**src/rtl/mem_access_unit.sv**
```systemverilog
// Data-memory access stage: turns decoder store/load codes into a single
// req/ack bus transaction, stalls the pipeline while the transaction is
// outstanding and returns aligned, extended load data. Misaligned accesses
// never reach the bus, and an unanswered request is aborted after TIMEOUT
// REQ cycles. Both cases are reported as a one-cycle err pulse.
module mem_access_unit #(
    parameter int TIMEOUT = 16,
    parameter int CNT_W   = 5
) (
    input  logic        clk,
    input  logic        rstn,
    input  logic [1:0]  MemWrite,
    input  logic        MemRead,
    input  logic [2:0]  LAddr,
    input  logic [31:0] addr,
    input  logic [31:0] wdata,
    output logic [31:0] rdata_out,
    output logic        stall,
    output logic        err,
    output logic        bus_req,
    output logic        bus_we,
    output logic [3:0]  bus_be,
    output logic [31:0] bus_addr,
    output logic [31:0] bus_wdata,
    input  logic [31:0] bus_rdata,
    input  logic        bus_ack
);

    typedef enum logic [1:0] {
        IDLE = 2'b00,
        REQ  = 2'b01,
        DONE = 2'b10
    } state_t;

    state_t           state_r;
    logic [CNT_W-1:0] cnt_r;
    logic [2:0]       ltype_r;
    logic [1:0]       off_r;

    logic             is_write_s;
    logic             is_read_s;
    logic             acc_s;
    logic             aligned_s;
    logic [3:0]       be_s;
    logic [31:0]      wd_s;

    // Select the addressed byte or halfword lane and sign/zero-extend it.
    function automatic logic [31:0] extend_load(input logic [2:0]  ltype,
                                                input logic [1:0]  off,
                                                input logic [31:0] data);
        logic [7:0]  b;
        logic [15:0] h;
        b = data[{off, 3'b000} +: 8];
        h = off[1] ? data[31:16] : data[15:0];
        case (ltype)
            3'b001:  extend_load = {{24{b[7]}}, b};
            3'b010:  extend_load = {24'h000000, b};
            3'b011:  extend_load = {{16{h[15]}}, h};
            3'b100:  extend_load = {16'h0000, h};
            default: extend_load = data;
        endcase
    endfunction

    // Decode the access: the store wins over a simultaneous load strobe.
    always_comb begin
        is_write_s = (MemWrite != 2'b00);
        is_read_s  = MemRead & ~is_write_s;
        acc_s      = is_write_s | is_read_s;
        aligned_s  = 1'b1;
        be_s       = 4'b1111;
        wd_s       = 32'h00000000;
        if (is_write_s) begin
            case (MemWrite)
                2'b01: begin
                    aligned_s = (addr[1:0] == 2'b00);
                    be_s      = 4'b1111;
                    wd_s      = wdata;
                end
                2'b10: begin
                    aligned_s = 1'b1;
                    be_s      = 4'b0001 << addr[1:0];
                    wd_s      = {4{wdata[7:0]}};
                end
                2'b11: begin
                    aligned_s = ~addr[0];
                    be_s      = addr[1] ? 4'b1100 : 4'b0011;
                    wd_s      = {2{wdata[15:0]}};
                end
                default: begin
                    aligned_s = 1'b1;
                    be_s      = 4'b1111;
                    wd_s      = 32'h00000000;
                end
            endcase
        end else begin
            case (LAddr)
                3'b001, 3'b010: aligned_s = 1'b1;
                3'b011, 3'b100: aligned_s = ~addr[0];
                default:        aligned_s = (addr[1:0] == 2'b00);
            endcase
        end
    end

    // Stall is raised in the issuing IDLE cycle already, so the PC freezes
    // before the request is even on the bus.
    always_comb begin
        stall = 1'b0;
        if (!rstn) begin
            stall = 1'b0;
        end else begin
            case (state_r)
                IDLE:    stall = acc_s & aligned_s;
                REQ:     stall = 1'b1;
                DONE:    stall = 1'b0;
                default: stall = 1'b0;
            endcase
        end
    end

    // Access sequencer with registered bus and result outputs.
    always_ff @(posedge clk) begin
        if (!rstn) begin
            state_r   <= IDLE;
            cnt_r     <= '0;
            ltype_r   <= 3'b000;
            off_r     <= 2'b00;
            bus_req   <= 1'b0;
            bus_we    <= 1'b0;
            bus_be    <= 4'b0000;
            bus_addr  <= 32'h00000000;
            bus_wdata <= 32'h00000000;
            rdata_out <= 32'h00000000;
            err       <= 1'b0;
        end else begin
            case (state_r)
                IDLE: begin
                    if (acc_s && aligned_s) begin
                        bus_addr  <= {addr[31:2], 2'b00};
                        bus_we    <= is_write_s;
                        bus_be    <= be_s;
                        bus_wdata <= wd_s;
                        ltype_r   <= LAddr;
                        off_r     <= addr[1:0];
                        cnt_r     <= '0;
                        bus_req   <= 1'b1;
                        err       <= 1'b0;
                        state_r   <= REQ;
                    end else if (acc_s) begin
                        err       <= 1'b1;
                        rdata_out <= 32'h00000000;
                    end else begin
                        err       <= 1'b0;
                    end
                end
                REQ: begin
                    if (bus_ack) begin
                        bus_req <= 1'b0;
                        if (!bus_we) begin
                            rdata_out <= extend_load(ltype_r, off_r, bus_rdata);
                        end
                        state_r <= DONE;
                    end else if (cnt_r == CNT_W'(TIMEOUT - 1)) begin
                        bus_req   <= 1'b0;
                        err       <= 1'b1;
                        rdata_out <= 32'h00000000;
                        state_r   <= DONE;
                    end else begin
                        cnt_r <= cnt_r + 1'b1;
                    end
                end
                DONE: begin
                    err     <= 1'b0;
                    cnt_r   <= '0;
                    state_r <= IDLE;
                end
                default: begin
                    bus_req <= 1'b0;
                    err     <= 1'b0;
                    cnt_r   <= '0;
                    state_r <= IDLE;
                end
            endcase
        end
    end

endmodule

```
**config.mk**
```make
export PLATFORM = sky130hd
export DESIGN_NAME = mem_access_unit
export DESIGN_NICKNAME = d
export VERILOG_FILES = /design/src/rtl/mem_access_unit.sv
export SDC_FILE = /design/constraint.sdc
export NUM_CORES = 1
export LEC_CHECK = 0
export BUFFER_PORTS_ARGS = -buffer_cell sky130_fd_sc_hd__buf_2
export CAP_MARGIN = 20
export CORE_UTILIZATION = 50
export DETAILED_ROUTE_END_ITERATION = 16
export GPL_TIMING_DRIVEN = 0
export HOLD_SLACK_MARGIN = 0.06
export PLACE_DENSITY = 0.82
export SLEW_MARGIN = 10
export SYNTH_ARGS = -nofsm -noshare
export SYNTH_HDL_FRONTEND = slang
export SYNTH_SLANG_ARGS = --single-unit
```
**constraint.sdc**
```tcl
create_clock -name clk -period 5.71 [get_ports clk]
set_clock_uncertainty 0.2 [all_clocks]
set_input_delay 0.8565 -clock clk [delete_from_list [all_inputs] [get_ports clk]]
set_output_delay 0.8565 -clock clk [all_outputs]
set_load 0.02 [all_outputs]
```
# Word-level counts from Yosys, hierarchy flattened

Index checks and enable logic that the tools add are counted.

Bits in writable memories: 0
Memory bits (read-only): 0
Output and inout bits: 104
Flip-flop bits (word level): 113
Memories kept: 0
Word-level logic and storage cells: 90
Input port bits: 105
Latch bits: 0

Bitwise logic cells: 6
Reductions and logical operators: 13
Divide/modulo/power cells: 0
Equality and inequality tests: 22
Add/sub/neg operators: 1
Muxes and demuxes: 35
Multiply operators: 0
Shift-type cells: 2
Magnitude comparators: 0

Operators by type and width:

| operator                                            | number |
|---|---|
| two-way mux 32 bit                                  | 6 |
| case mux 32 bit (4 select lines)                    | 1 |
| case mux 32 bit (3 select lines)                    | 1 |
| case mux 32 bit (2 select lines)                    | 1 |
| variable part select 32 x 6 -> 8 bit                | 1 |
| two-way mux 16 bit                                  | 1 |
| two-way mux 5 bit                                   | 3 |
| equality test 3 x 2 -> 1 bit, second input constant | 4 |
| inequality test 2 bit, second input constant        | 6 |
| case mux 5 bit (2 select lines)                     | 1 |
| two-way mux 1 bit                                   | 9 |
| two-way mux 4 bit                                   | 2 |
| case mux 1 bit (2 select lines)                     | 4 |
| case mux 4 bit (2 select lines)                     | 1 |
| equality test 2 bit, second input constant          | 3 |
| equality test 3 x 1 -> 1 bit, second input constant | 2 |
| equality test 3 bit, second input constant          | 2 |
| two-way mux 2 bit                                   | 3 |
| inequality test 3 bit, second input constant        | 2 |
| AND reduction 2 bit                                 | 3 |
| AND reduction 3 bit                                 | 2 |
| adder 5 x 1 -> 5 bit, second input constant         | 1 |
| equality test 5 x 4 -> 1 bit, second input constant | 1 |
| AND reduction 5 bit                                 | 1 |
| other kinds (11)                                    | 18 |

# Longest topological paths before layout

Gate-level depths: netlist (run 1).

Depth after elaboration: 7
Mapped depth: 8
Depth with buffers taken out: 8

# Least setup slack after synthesis (run 1)

No wires, ideal clock.

Path type: input to output
Start point: input LAddr[0]
End point: output stall
Required time: 4.654 ns
Data arrival time: 2.338 ns
Stages: 7
Path buffers: 2
Path slack: 2.315 ns
Cell sequence: or3b_1 -> a31oi_4 -> o41a_2 -> buf_4 -> buf_2 -> a21oi_1 -> nor2_1

Word-level cells in the longest chain between the ends: 7
Elaborated cells on any way between the ends: 11
Those cells by class: 4 x eq/ne; 4 x mux; 1 x bitwise; 2 x reduce/logical

Ends and longest elaborated chain:

| element                                                    | line | source |
|---|---|---|
| start, declared                                            | 14   | `input logic [2:0] LAddr,` |
| equality test 3 x 2 -> 1 bit, or another cell as far along | 96   | `case (LAddr)` |
| OR reduction 2 bit                                         | 96   |  |
| case mux 1 bit (2 select lines) (*)                        | 96   |  |
| two-way mux 1 bit (*)                                      | 72   | `if (is_write_s) begin` |
| AND 1 bit (*)                                              | 112  | `IDLE: stall = acc_s & aligned_s;` |
| case mux 1 bit (2 select lines) (*)                        | 111  | `case (state_r)` |
| two-way mux 1 bit (*)                                      | 108  | `if (!rstn) begin` |
| end, declared                                              | 18   | `output logic stall,` |

Mark *: on every way between the ends. The rest lies on a longest branch, timed or not.

# Worst setup path after layout (run 1)

Same ends and word-level chain as after synthesis.

==> reports/results.txt, run 1 <==
The run gives 0 ns as the accumulated negative setup slack. The share of synthesized cell area in full adder, half adder and majority cells was 0.004537. In this run, synthesis produced a sequential element count of 113. In this design, the critical path's most frequently occurring cell is sky130_fd_sc_hd__buf_2. For the post-synthesis sequential area ratio, the log shows 0.4102.

The worst setup path is captured at an output pin. The run gives 0.6939 as the end-of-flow core utilization. In this run the standard cell core region covers 0.01051 mm². The overall die width is 107.0 µm. The number of remaining DRC errors was 0; the fraction of layout cells with a size suffix above 1 was 0.3391. After clock tree synthesis, the flow added hold-fix buffers numbering 0. Clock-pin slew of the registers on the worst-case setup and hold paths: 0.05 ns. The worst setup path is of the in2out kind. The post-synthesis compound-gate area fraction was 0.3113.

The post-cts gate resize count was 0. The count of buffers added on input and output ports is 204. The tool flagged a number of max-cap violations equal to 0. The maximum vdd ir drop was 0.2118 mV; the count of synthesis-stage warnings from yosys was 0. The run finished with clean final reports.

The detailed router's first-iteration violation count is 556. The fraction of synthesized cell area in xor and xnor cells came out at 0.006352. The multiplexer share of the synthesized area was 0.05286; the full die area was 0.01145 mm². In this run the clock root is driven by a sky130_fd_sc_hd__clkbuf_8. Detailed placement ended at an HPWL of 13.78 mm. The run gives 1003 as the number of standard cells in the layout, taps in and fillers out.

In this run the vertical extent of the chip is 107.0 µm. The run gives 633 as the instance count of the mapped netlist. The detailed-routed wire length on met2 is 9.083 mm, and the via count of the first global-routing pass is 6051.

Pre-CTS setup slack: 1.965 ns. By area, the combinational part of the netlist is dominated by compound AO/OA/AOI/OAI gates. Entering global routing, the biggest net connects 17 pins. Counting I/O delays and the setup requirement, the final critical path takes 3.769 ns.

The number of enable flip-flop cells after synthesis came out at 0. Setup repair after global routing left no endpoint under its margin. The fraction of registers with async set or reset after synthesis is 0, and the setup slack after layout is 1.941 ns. TritonCTS built the clock tree. The detail route stage leaves a number of antenna-violating nets equal to 0. Among all flip-flop cells after synthesis, the most frequent one is sky130_fd_sc_hd__dfxtp_1. Once the clock tree was built, the setup fixing pass inserted 0 buffers.

The min-delay analysis places its worst path in the category reg2reg. The detailed-route wire length per cell works out to 18.75 µm. Uppermost layer routed: met4. The tools report the number of clock buffers inserted by TritonCTS as 17. The critical path goes through buf_2 > or3b_1 > a31oi_4 > o41a_2 > buf_4 > buf_2 > a21oi_1 > nor2_1 > buf_2.

In this run the mean area of a mapped cell was 8.713 µm². The logs give 2.71 ns for the critical path arrival and 0.5248 for the effective utilization at floorplan. The largest total area in the synthesized netlist belongs to sky130_fd_sc_hd__dfxtp_1.

The number of hold-slack violations in the final timing report came out at 0. The maximum count of clock buffers along a single path is 2, and the total length of routed met3 wires is 1.859 mm. At the worst endpoint, the required time is 4.65 ns.

Clock sink total: 113. The maximum single-stage delay on the critical path is 0.43 ns, and the wire length after detailed routing is 18.81 mm. 209 I/O pins were placed. Total global routing track utilization: 0.3297. The run gives 0.9029 as the final weighted congestion in routability-driven placement. The final critical-path share of the clock period was 0.6601.

The worst relative slew slack came out at 0.3272. The detail-routed via count per cell is 6.186. The synthesized area was 0.005515 mm².

Before antenna repair, the detailed router went through 5 iterations. The cell with the most instances after synthesis was sky130_fd_sc_hd__dfxtp_1. The power density over the cells works out to 345.5 mW/mm². For the final global-route overflow total, the log shows 0. The simple-gate area share of the yosys netlist works out to 0.1502. In the synthesized netlist, the cells that appear most often are sky130_fd_sc_hd__dfxtp_1, sky130_fd_sc_hd__nand2_1, sky130_fd_sc_hd__a21oi_1, sky130_fd_sc_hd__clkbuf_1, sky130_fd_sc_hd__o22ai_1.

The netlist uses 60 different library cells. In the final routing, the length of wire on met1 measures 7.361 mm. Setup violations remaining at the end of the flow were counted as 0. The portion of synthesized cell area occupied by the leading cell type is 0.4102. For this run, the top clock speed supported by timing is 265.3 MHz.

Deepest level of the CTS H-tree: 4. From synthesis to final layout, the design area changed by 32.21%. The initialized floorplan defines 37 standard-cell rows.

The routed layout has 6205 vias. Counting tap cells, the placed design contains a total of 974 instances. Maximum fanout count along the critical path: 10. The run gives 29.70 mm as the global-route wire length before repair. The number of nets in the finished design was 964; the number of antenna violations at the first check in global routing was 0.

The worst setup path is launched from an input port. For the total design power, the log shows 2.519 mW. The clock latency on the worst-skew pair was 0.52 ns.

The run gives 0 as the max-slew violation total from the final report. The total inserted antenna cells was 0. The reported leakage power was 3.175 nW. By area the synthesized netlist is led by sky130_fd_sc_hd__dfxtp_1, sky130_fd_sc_hd__o31ai_1, sky130_fd_sc_hd__o22ai_1. For this design, the slowest cell found on the critical path is sky130_fd_sc_hd__or3b_1. At the pin with the least slew margin, the transition time is 0.9935 ns.
==> worst max-delay path: cells and delay by family <==
kind	cells	cell delay (ns)
compound gates	3	0.54
buf+inv	4	0.76
simple gates	2	0.54
==> cells in the final DEF, fill, tap and decap left out, types with 4 or more instances in the layout <==
cell / Yosys / routed
sky130_fd_sc_hd__o221ai_1: 6 / 6
sky130_fd_sc_hd__clkbuf_1: 42 / 44
sky130_fd_sc_hd__o21ai_0: 7 / 7
sky130_fd_sc_hd__dfxtp_1: 113 / 113
sky130_fd_sc_hd__nor2_1: 37 / 37
sky130_fd_sc_hd__o22a_1: 7 / 7
sky130_fd_sc_hd__o31ai_1: 36 / 36
sky130_fd_sc_hd__a31oi_1: 26 / 26
sky130_fd_sc_hd__clkbuf_8: 0 / 5
sky130_fd_sc_hd__a211oi_1: 13 / 13
sky130_fd_sc_hd__a21oi_1: 43 / 43
sky130_fd_sc_hd__buf_2: 21 / 225
sky130_fd_sc_hd__nand2b_1: 8 / 8
sky130_fd_sc_hd__a211oi_2: 12 / 12
sky130_fd_sc_hd__mux2i_1: 10 / 10
sky130_fd_sc_hd__o22ai_1: 42 / 42
sky130_fd_sc_hd__mux2_2: 15 / 15
sky130_fd_sc_hd__a22oi_1: 24 / 24
sky130_fd_sc_hd__inv_1: 4 / 4
sky130_fd_sc_hd__nand2_1: 63 / 63
sky130_fd_sc_hd__clkbuf_16: 0 / 16
sky130_fd_sc_hd__buf_4: 4 / 4
sky130_fd_sc_hd__nor2b_1: 6 / 6
sky130_fd_sc_hd__nand4_1: 37 / 37
==> final cells by class <==
cell class	instances	area [µm²]
Sequential cell	113	2262
Clock inverter	6	105.1
Inverter	6	22.52
Tap cell	136	170.2
Clock buffer	23	476.7
Fill cell	857	3217
Multi-Input combinational cell	443	2904
Timing Repair Buffer	204	1021
Buffer	72	330.3
==> metrics by stage <==
stage / hold slack [ns] / area, µm²
global placement: 0.2438 / 6710
detailed placement: 0.2496 / 6710
global route: 0.2800 / 7292
finish: 0.2570 / 7292
CTS: 0.2575 / 7292
floorplan: 0.2499 / 5519
==> cells by family (layout without fill, tap and decap cells) <==
kind of cell	after synthesis	count (layout)
xor+xnor	4	4
mux	26	26
buf+inv	78	311
other cells	1	2
simple gates	170	170
flops	113	113
fa+ha+maj	2	2
compound gates	239	239
==> power breakdown <==
part           total (mW)  switching (mW)  internal (mW)
Combinational       0.570           0.364          0.206
Clock                1.06           0.356          0.701
Sequential          0.893          0.0379          0.855
Total                2.52           0.758           1.76
==> registers in the layout, indices dropped and copies added (netlist names) <==
register   flops
off_r          2
err            1
bus_addr      30
state_r        2
ltype_r        3
bus_req        1
rdata_out     32
cnt_r          5
bus_be         4
bus_we         1
bus_wdata     32
==> per-layer routing <==
| metal | track usage | vias up |
|---|---|---|
| met2 | 0.5461 | 372 |
| met5 | 0 | - |
| met4 | 0.1526 | 0 |
| li1 | - | 2873 |
| met3 | 0.09058 | 51 |
| met1 | 0.3959 | 2909 |
==> worst paths after layout <==
check                             startpoint             to  slack [ns]  cells past startpoint
worst min register to register  bus_wdata[2]   bus_wdata[2]        0.26                      2
worst max register to register      cnt_r[0]  rdata_out[18]        3.14                      8
worst min-delay path            bus_wdata[2]   bus_wdata[2]        0.26                      2
worst max-delay path                LAddr[0]          stall        1.94                      9
Note: power is estimated with default switching activity, not from simulation.
==> inputs of run 2 (changes only) <==
--- a/config.mk
+++ b/config.mk
@@ -7,11 +7,11 @@
 export LEC_CHECK = 0
 export BUFFER_PORTS_ARGS = -buffer_cell sky130_fd_sc_hd__buf_2
 export CAP_MARGIN = 20
-export CORE_UTILIZATION = 50
+export CORE_UTILIZATION = 45
 export DETAILED_ROUTE_END_ITERATION = 16
 export GPL_TIMING_DRIVEN = 0
 export HOLD_SLACK_MARGIN = 0.06
-export PLACE_DENSITY = 0.82
+export PLACE_DENSITY = 0.78
 export SLEW_MARGIN = 10
 export SYNTH_ARGS = -nofsm -noshare
 export SYNTH_HDL_FRONTEND = slang
==> constraint.sdc (replaced) <==
create_clock -name clk -period 3.05 [get_ports clk]
set_clock_uncertainty 0.2 [all_clocks]
set_input_delay 0.4575 -clock clk [delete_from_list [all_inputs] [get_ports clk]]
set_output_delay 0.4575 -clock clk [all_outputs]
set_load 0.02 [all_outputs]
==> run 2 against run 1 <==
Net effect:
- count of clock-buffer cells in the layout stayed put
- combinational power is 86% higher
- via count is 1.4% lower
- largest cell class unchanged
- wire length is 4.8% lower
- global-route usage is 4.9 points lower
- critical path depth is 1 lower
- register-to-register slack worse by 2.6 ns
- largest power group unchanged
- die area is 11% higher
==> reports/results.txt, run 2 (same netlist as run 1, synthesis figures left out) <==
Setup slack on the critical path of the routed design comes to 0.2775 ns. The minimum period implied by the final worst setup slack was 2.773 ns; the floorplan row count was 40. The most common library cell in the layout ignoring fill and taps was sky130_fd_sc_hd__buf_2.

The worst setup path is captured at an output pin. The count of final setup violators was 0. The largest registers in the layout are bus_wdata x32, rdata_out x32, bus_addr x30. The overall die width was 112.7 µm; the maximum number of pins on one net before global-route repair was 17. After clock tree synthesis, the clock-pin slew on the worst setup and hold paths is 0.05 ns.

The fraction of layout cells with a size suffix above 1 is 0.3406, and the count of buffers inserted at the top-level ports is 204. The number of antenna violations at the first check in global routing was 0; the placed cell count was 985. In the routed design, unresolved DRC markers number 0. The via count of the first global-routing pass came out at 5587. At the worst endpoint, the required time is 2.39 ns. In the routed layout, each cell is associated on average with a via count of 6.025.

At the end of the flow, the number of nets in the layout was 963. Static timing analysis puts the maximum clock frequency at 360.7 MHz. The tools report the detailed router's first-iteration violation count as 654.

Clock tree synthesis selected as its root buffer the cell sky130_fd_sc_hd__clkbuf_16. The tools report the number of hold-slack violations in the final timing report as 0. The count of nets left with antenna violations once routing finished came out at 0.

The min-delay analysis places its worst path in the category in2reg. The routing usage on met2 was 0.4535. For this design the static power due to leakage is 3.165 nW.

The logs give 0.8844 for the final weighted congestion in routability-driven placement and 0.3569 for the fraction of met1 tracks used by global routing. For this design the top-level I/O count stands at 209. The maximum fanout count along the critical path works out to 19. The run gives 0 as the max-slew violation total from the final report. The flow ran to the end, and the final reports show no timing, DRC or antenna violations.

For the deepest level of the CTS H-tree, the log shows 4. For the clock sink total, the log shows 113. Critical path launch point type: an input port. After clock tree synthesis, the flow added hold-fix buffers numbering 0.

The logs give 0 for the post-CTS setup repair buffer count and 0 for the final global-route overflow total. The number of gates resized after CTS was 0. Critical path arrival: 2.12 ns. Total number of vias: 6121. The power density over the cells is 631.8 mW/mm², and the placeable core region is 0.01196 mm².

The top cell types in the final layout, fill and taps aside, are sky130_fd_sc_hd__buf_2, sky130_fd_sc_hd__dfxtp_1, sky130_fd_sc_hd__nand2_1. The repair_antennas step left the layout with diodes totalling 0. VDD sags by at most 0.4223 mV. In the final routed layout, each cell accounts on average for 17.62 µm. No sink is reached through more buffers than the 2 on the longest clock path.

Setup repair after global routing left no endpoint under its margin. TritonCTS built the clock tree. Class of the most critical setup path: in2out. The pre-CTS setup slack is 0.1142 ns, and the slew at the pin with the worst max-slew slack is 0.9510 ns.

The global-route wire length before repair is 28.17 mm, and the area growth from synthesis to final layout is 32.12%. Effective utilization at floorplan: 0.4611. The tools report the worst relative slew slack as 0.3560. The met3 demand-to-capacity share in global routing was 0.07981. The accumulated negative setup slack was 0 ns; the placement-stage cell area was 0.006724 mm².

The finished layout holds 1016 standard cells, fillers aside. The floorplan step defined a die boundary enclosing 0.01270 mm². Summing all non-filler instances in the final layout gives an area of 0.007287 mm². The die is 112.7 µm tall. The tools report the number of iterations in the first detailed-routing pass as 5. For the wire length after detailed routing, the log shows 17.90 mm. The number of maximum-capacitance violations was 0; the end-of-flow core utilization was 0.6092. The clock reaches the later pin of the worst-skew pair after 0.41 ns. In this run the most used layer during global routing was met2.

The final critical-path share of the clock period works out to 0.9090. For the number of clock buffers inserted by TritonCTS, the log shows 17. The total global routing track utilization is 0.2803. For the detailed placement HPWL, the log shows 12.94 mm.
run 2: power by group:
group	switching [mW]	internal, mW
Combinational	0.672	0.384
Sequential	0.0671	1.60
Clock	0.680	1.20
Total	1.42	3.19
run 2: path summary, 6_finish.rpt:
kind                                    from            end  slack [ns]  depth (start not counted)
worst max-delay path                LAddr[0]          stall        0.28                          8
worst min-delay path                 addr[4]    bus_addr[4]         0.1                          3
worst max register to register      cnt_r[0]  rdata_out[20]        0.56                          8
worst min register to register  bus_wdata[0]   bus_wdata[0]        0.25                          2
run 2: through the flow:
step,total power [mW],hold slack [ns]
floorplan,2.377,0.2499
global placement,2.724,0.2388
detailed placement,2.731,0.2463
CTS,4.606,0.08796
global route,4.786,0.09688
finish,4.604,0.09960
run 2: cell type report:
class,count,area [µm²]
Buffer,71,325.3
Fill cell,1066,4674
Sequential cell,113,2262
Clock inverter,9,80.08
Inverter,6,22.52
Clock buffer,23,488.0
Timing Repair Buffer,204,1021
Tap cell,147,183.9
Multi-Input combinational cell,443,2904
run 2: critical path, cell delays in order:
cell	delay, ns
sky130_fd_sc_hd__buf_2	0.13
sky130_fd_sc_hd__or3b_1	0.43
sky130_fd_sc_hd__a31oi_4	0.22
sky130_fd_sc_hd__o41a_2	0.23
sky130_fd_sc_hd__buf_4	0.27
sky130_fd_sc_hd__a21oi_1	0.10
sky130_fd_sc_hd__nor2_1	0.09
sky130_fd_sc_hd__buf_2	0.18
run 2: routing by layer:
layer  up-vias  wire length [µm]
met5         -                 0
met1      2853              7481
met2       376              8253
li1       2858                 -
met4         0               352
met3        34              1814
==> inputs of run 3 (changes only) <==
--- a/config.mk
+++ b/config.mk
@@ -11,6 +11,7 @@
 export DETAILED_ROUTE_END_ITERATION = 16
 export GPL_TIMING_DRIVEN = 0
 export HOLD_SLACK_MARGIN = 0.06
+export MAX_ROUTING_LAYER = met4
 export PLACE_DENSITY = 0.78
 export SLEW_MARGIN = 10
 export SYNTH_ARGS = -nofsm -noshare
==> run 3 against run 2 <==
Net effect:
- die area stayed put
- clock power about the same
- first-iteration DRC count is 7.8% lower
- flip-flop and latch count did not move
- critical path depth unchanged
- highest routed layer unchanged
- cell count unchanged
- non-clock buffer count stayed put
- sequential power barely moved
- critical path type unchanged
- fmax about the same
- worst setup slack about the same
==> reports/results.txt, run 3 (same netlist as run 1, synthesis figures left out) <==
For this run the aggregate overflow at the end of global routing stands at 0. The logs give 5584 for the via count of the first global-routing pass and 6047 for the total number of vias. Compared with the post-synthesis result, the final layout area differs by 32.12%.

The maximum fanout count along the critical path works out to 19. The number of antenna diodes in the final layout is 0. Overall power consumption after layout is estimated at 4.606 mW. In this run, CTS created clock tree buffers numbering 17.

The run finished with clean final reports. The placed cell count is 985. Leaving out fill and tap cells, the most frequent cell in the layout is sky130_fd_sc_hd__buf_2. The overall die width is 112.7 µm, and the number of antenna violations at the first check in global routing is 0.

The number of maximum-capacitance violations is 0, and the setup slack after layout is 0.2772 ns. Summed over all cells, the static leakage comes to 3.165 nW. Final weighted congestion in routability-driven placement: 0.8991.

The core region is 0.01196 mm². For this design, the CTS-stage hold fixing added 0 buffers. The tools report the pre-CTS setup slack as 0.1142 ns. The depth of the worst register-to-register path came out at 8. Placement-stage cell area: 0.006724 mm². Worst relative slew slack: 0.3743.

Entering global routing, the biggest net connects 17 pins. In the final routed layout, each cell accounts on average for 17.51 µm. The top cell types in the final layout, fill and taps aside, are sky130_fd_sc_hd__buf_2, sky130_fd_sc_hd__dfxtp_1, sky130_fd_sc_hd__nand2_1. For the number of hold-slack violations in the final timing report, the log shows 0. STA classifies the critical path startpoint as an input port. The number of ports placed on the die boundary is 209.

The startpoint identified for the worst register-to-register timing path is cnt_r[0]. The minimum period implied by the final worst setup slack came out at 2.773 ns. The detailed router's first-iteration violation count is 603.

The cell with the biggest individual delay on the critical path was sky130_fd_sc_hd__or3b_1. Traced cell by cell, the critical path runs through buf_2 > or3b_1 > a31oi_4 > o41a_2 > buf_4 > a21oi_1 > nor2_1 > buf_2. The fraction of layout cells with a size suffix above 1 is 0.3406, and the clock sink total is 113. In this run the worst setup path terminates at stall. During placement, the flow inserted port buffers numbering 204. TritonCTS built the clock tree. The tools report the global-route wire length before repair as 28.21 mm.

Setup repair after global routing left no endpoint under its margin. The HPWL after detailed placement is 12.94 mm. The final critical-path share of the clock period came out at 0.9091.

For this block, the routed nets add up to 17.79 mm of wire. In this run the vertical extent of the chip is 112.7 µm. For the pin with the worst max-slew slack, the measured transition is 0.9239 ns. The floorplan has 40 rows. Derived from the worst setup path, the maximum achievable clock frequency is 360.6 MHz. The deepest level of the CTS H-tree was 4; the clock latency on the worst-skew pair was 0.41 ns. The run gives 0 as the count of final setup violators. The endpoint of the lowest-slack register-to-register path was rdata_out[24]. The maximum count of clock buffers along a single path is 2, and the maximum vdd ir drop is 0.4248 mV.

The maximum single-stage delay on the critical path is 0.42 ns. Effective utilization at floorplan: 0.4611. At the end of the flow, the number of nets in the layout was 963. The worst setup path is of the in2out kind.

Full die area: 0.01270 mm². In the routed design, unresolved DRC markers number 0. In the final layout, the registers with the most flip-flops are bus_wdata x32, rdata_out x32, bus_addr x30. The tools report the endpoint required time on the critical path as 2.39 ns.

The finished cells cover 0.007287 mm². For the final routed database, the setup TNS stands at 0 ns. The max-slew violation total from the final report is 0. In the routed layout, each cell is associated on average with a via count of 5.952.

The clock-pin slew of the registers on the worst-case setup and hold paths was 0.05 ns; the number of nets with antenna violations after detailed routing was 0. The worst hold path belongs to the class in2reg. For the total global routing track utilization, the log shows 0.2901. After the flow finishes, the layout carries non-filler instances totaling 1016.

The tools report the critical path arrival as 2.12 ns. Buffer cell driving the clock tree root: sky130_fd_sc_hd__clkbuf_16. The run gives 0.54 ns as the worst setup slack for register-to-register paths. The worst setup path is captured at an output pin.

The tools report the number of iterations in the first detailed-routing pass as 5. The cell repeated most along the worst path is sky130_fd_sc_hd__buf_2. Tracing the worst setup path back leads to its startpoint at LAddr[0]. Power density over the cells: 632.1 mW/mm².
## run 3: metal layers
metal | global-route usage | wire length, µm
met1 | 0.3596 | 7668
met2 | 0.4535 | 8226
met3 | 0.08623 | 1571
met4 | 0.09333 | 327
met5 | - | 0
## run 3: worst min path at each step
stage	startpoint	end	slack, ns	cells after the start
3_5_place_dp	bus_wdata[3]	bus_wdata[3]	0.25	2
4_1_cts	addr[9]	bus_addr[9]	0.09	3
3_3_place_gp	rdata_out[7]	rdata_out[7]	0.24	2
2_1_floorplan	cnt_r[4]	cnt_r[4]	0.25	2
6_report	addr[9]	bus_addr[9]	0.1	3
5_1_grt	addr[3]	bus_addr[3]	0.09	3
## run 3: what timing repair did
action / CTS / global route
endpoints found under the setup margin: 0 / 1
setup buffers: 0 / 0
gates resized for setup: 0 / 0
## run 3: cell type report
| class | instances | area (µm²) |
|---|---|---|
| flip-flops and latches | 113 | 2262 |
| well taps | 147 | 183.9 |
| repair buffers | 204 | 1021 |
| multi-input cells | 443 | 2904 |
| clock buffers | 23 | 488.0 |
| clock inverters | 9 | 80.08 |
| plain buffers | 71 | 325.3 |
| fillers | 1066 | 4674 |
| inverters | 6 | 22.52 |
## run 3: stage by stage
step / hold slack (ns) / util
after floorplan: 0.2499 / -
after global placement: 0.2388 / 0.5621
after detailed placement: 0.2463 / 0.5621
after CTS: 0.08796 / 0.6096
after global routing: 0.09114 / 0.6092
final: 0.09776 / 0.6092
## run 3: worst max-delay path: cells and delay by family
family / cells / cell delay [ns]
AND/OR/NAND/NOR: 2 / 0.51
AO/OA/AOI/OAI: 3 / 0.55
buffers and inverters: 3 / 0.58
## run 3: report_power, final
part | internal (mW) | switching, mW | total [mW]
clock network | 1.20 | 0.683 | 1.88
logic | 0.384 | 0.671 | 1.05
registers | 1.60 | 0.0671 | 1.67
total | 3.19 | 1.42 | 4.61
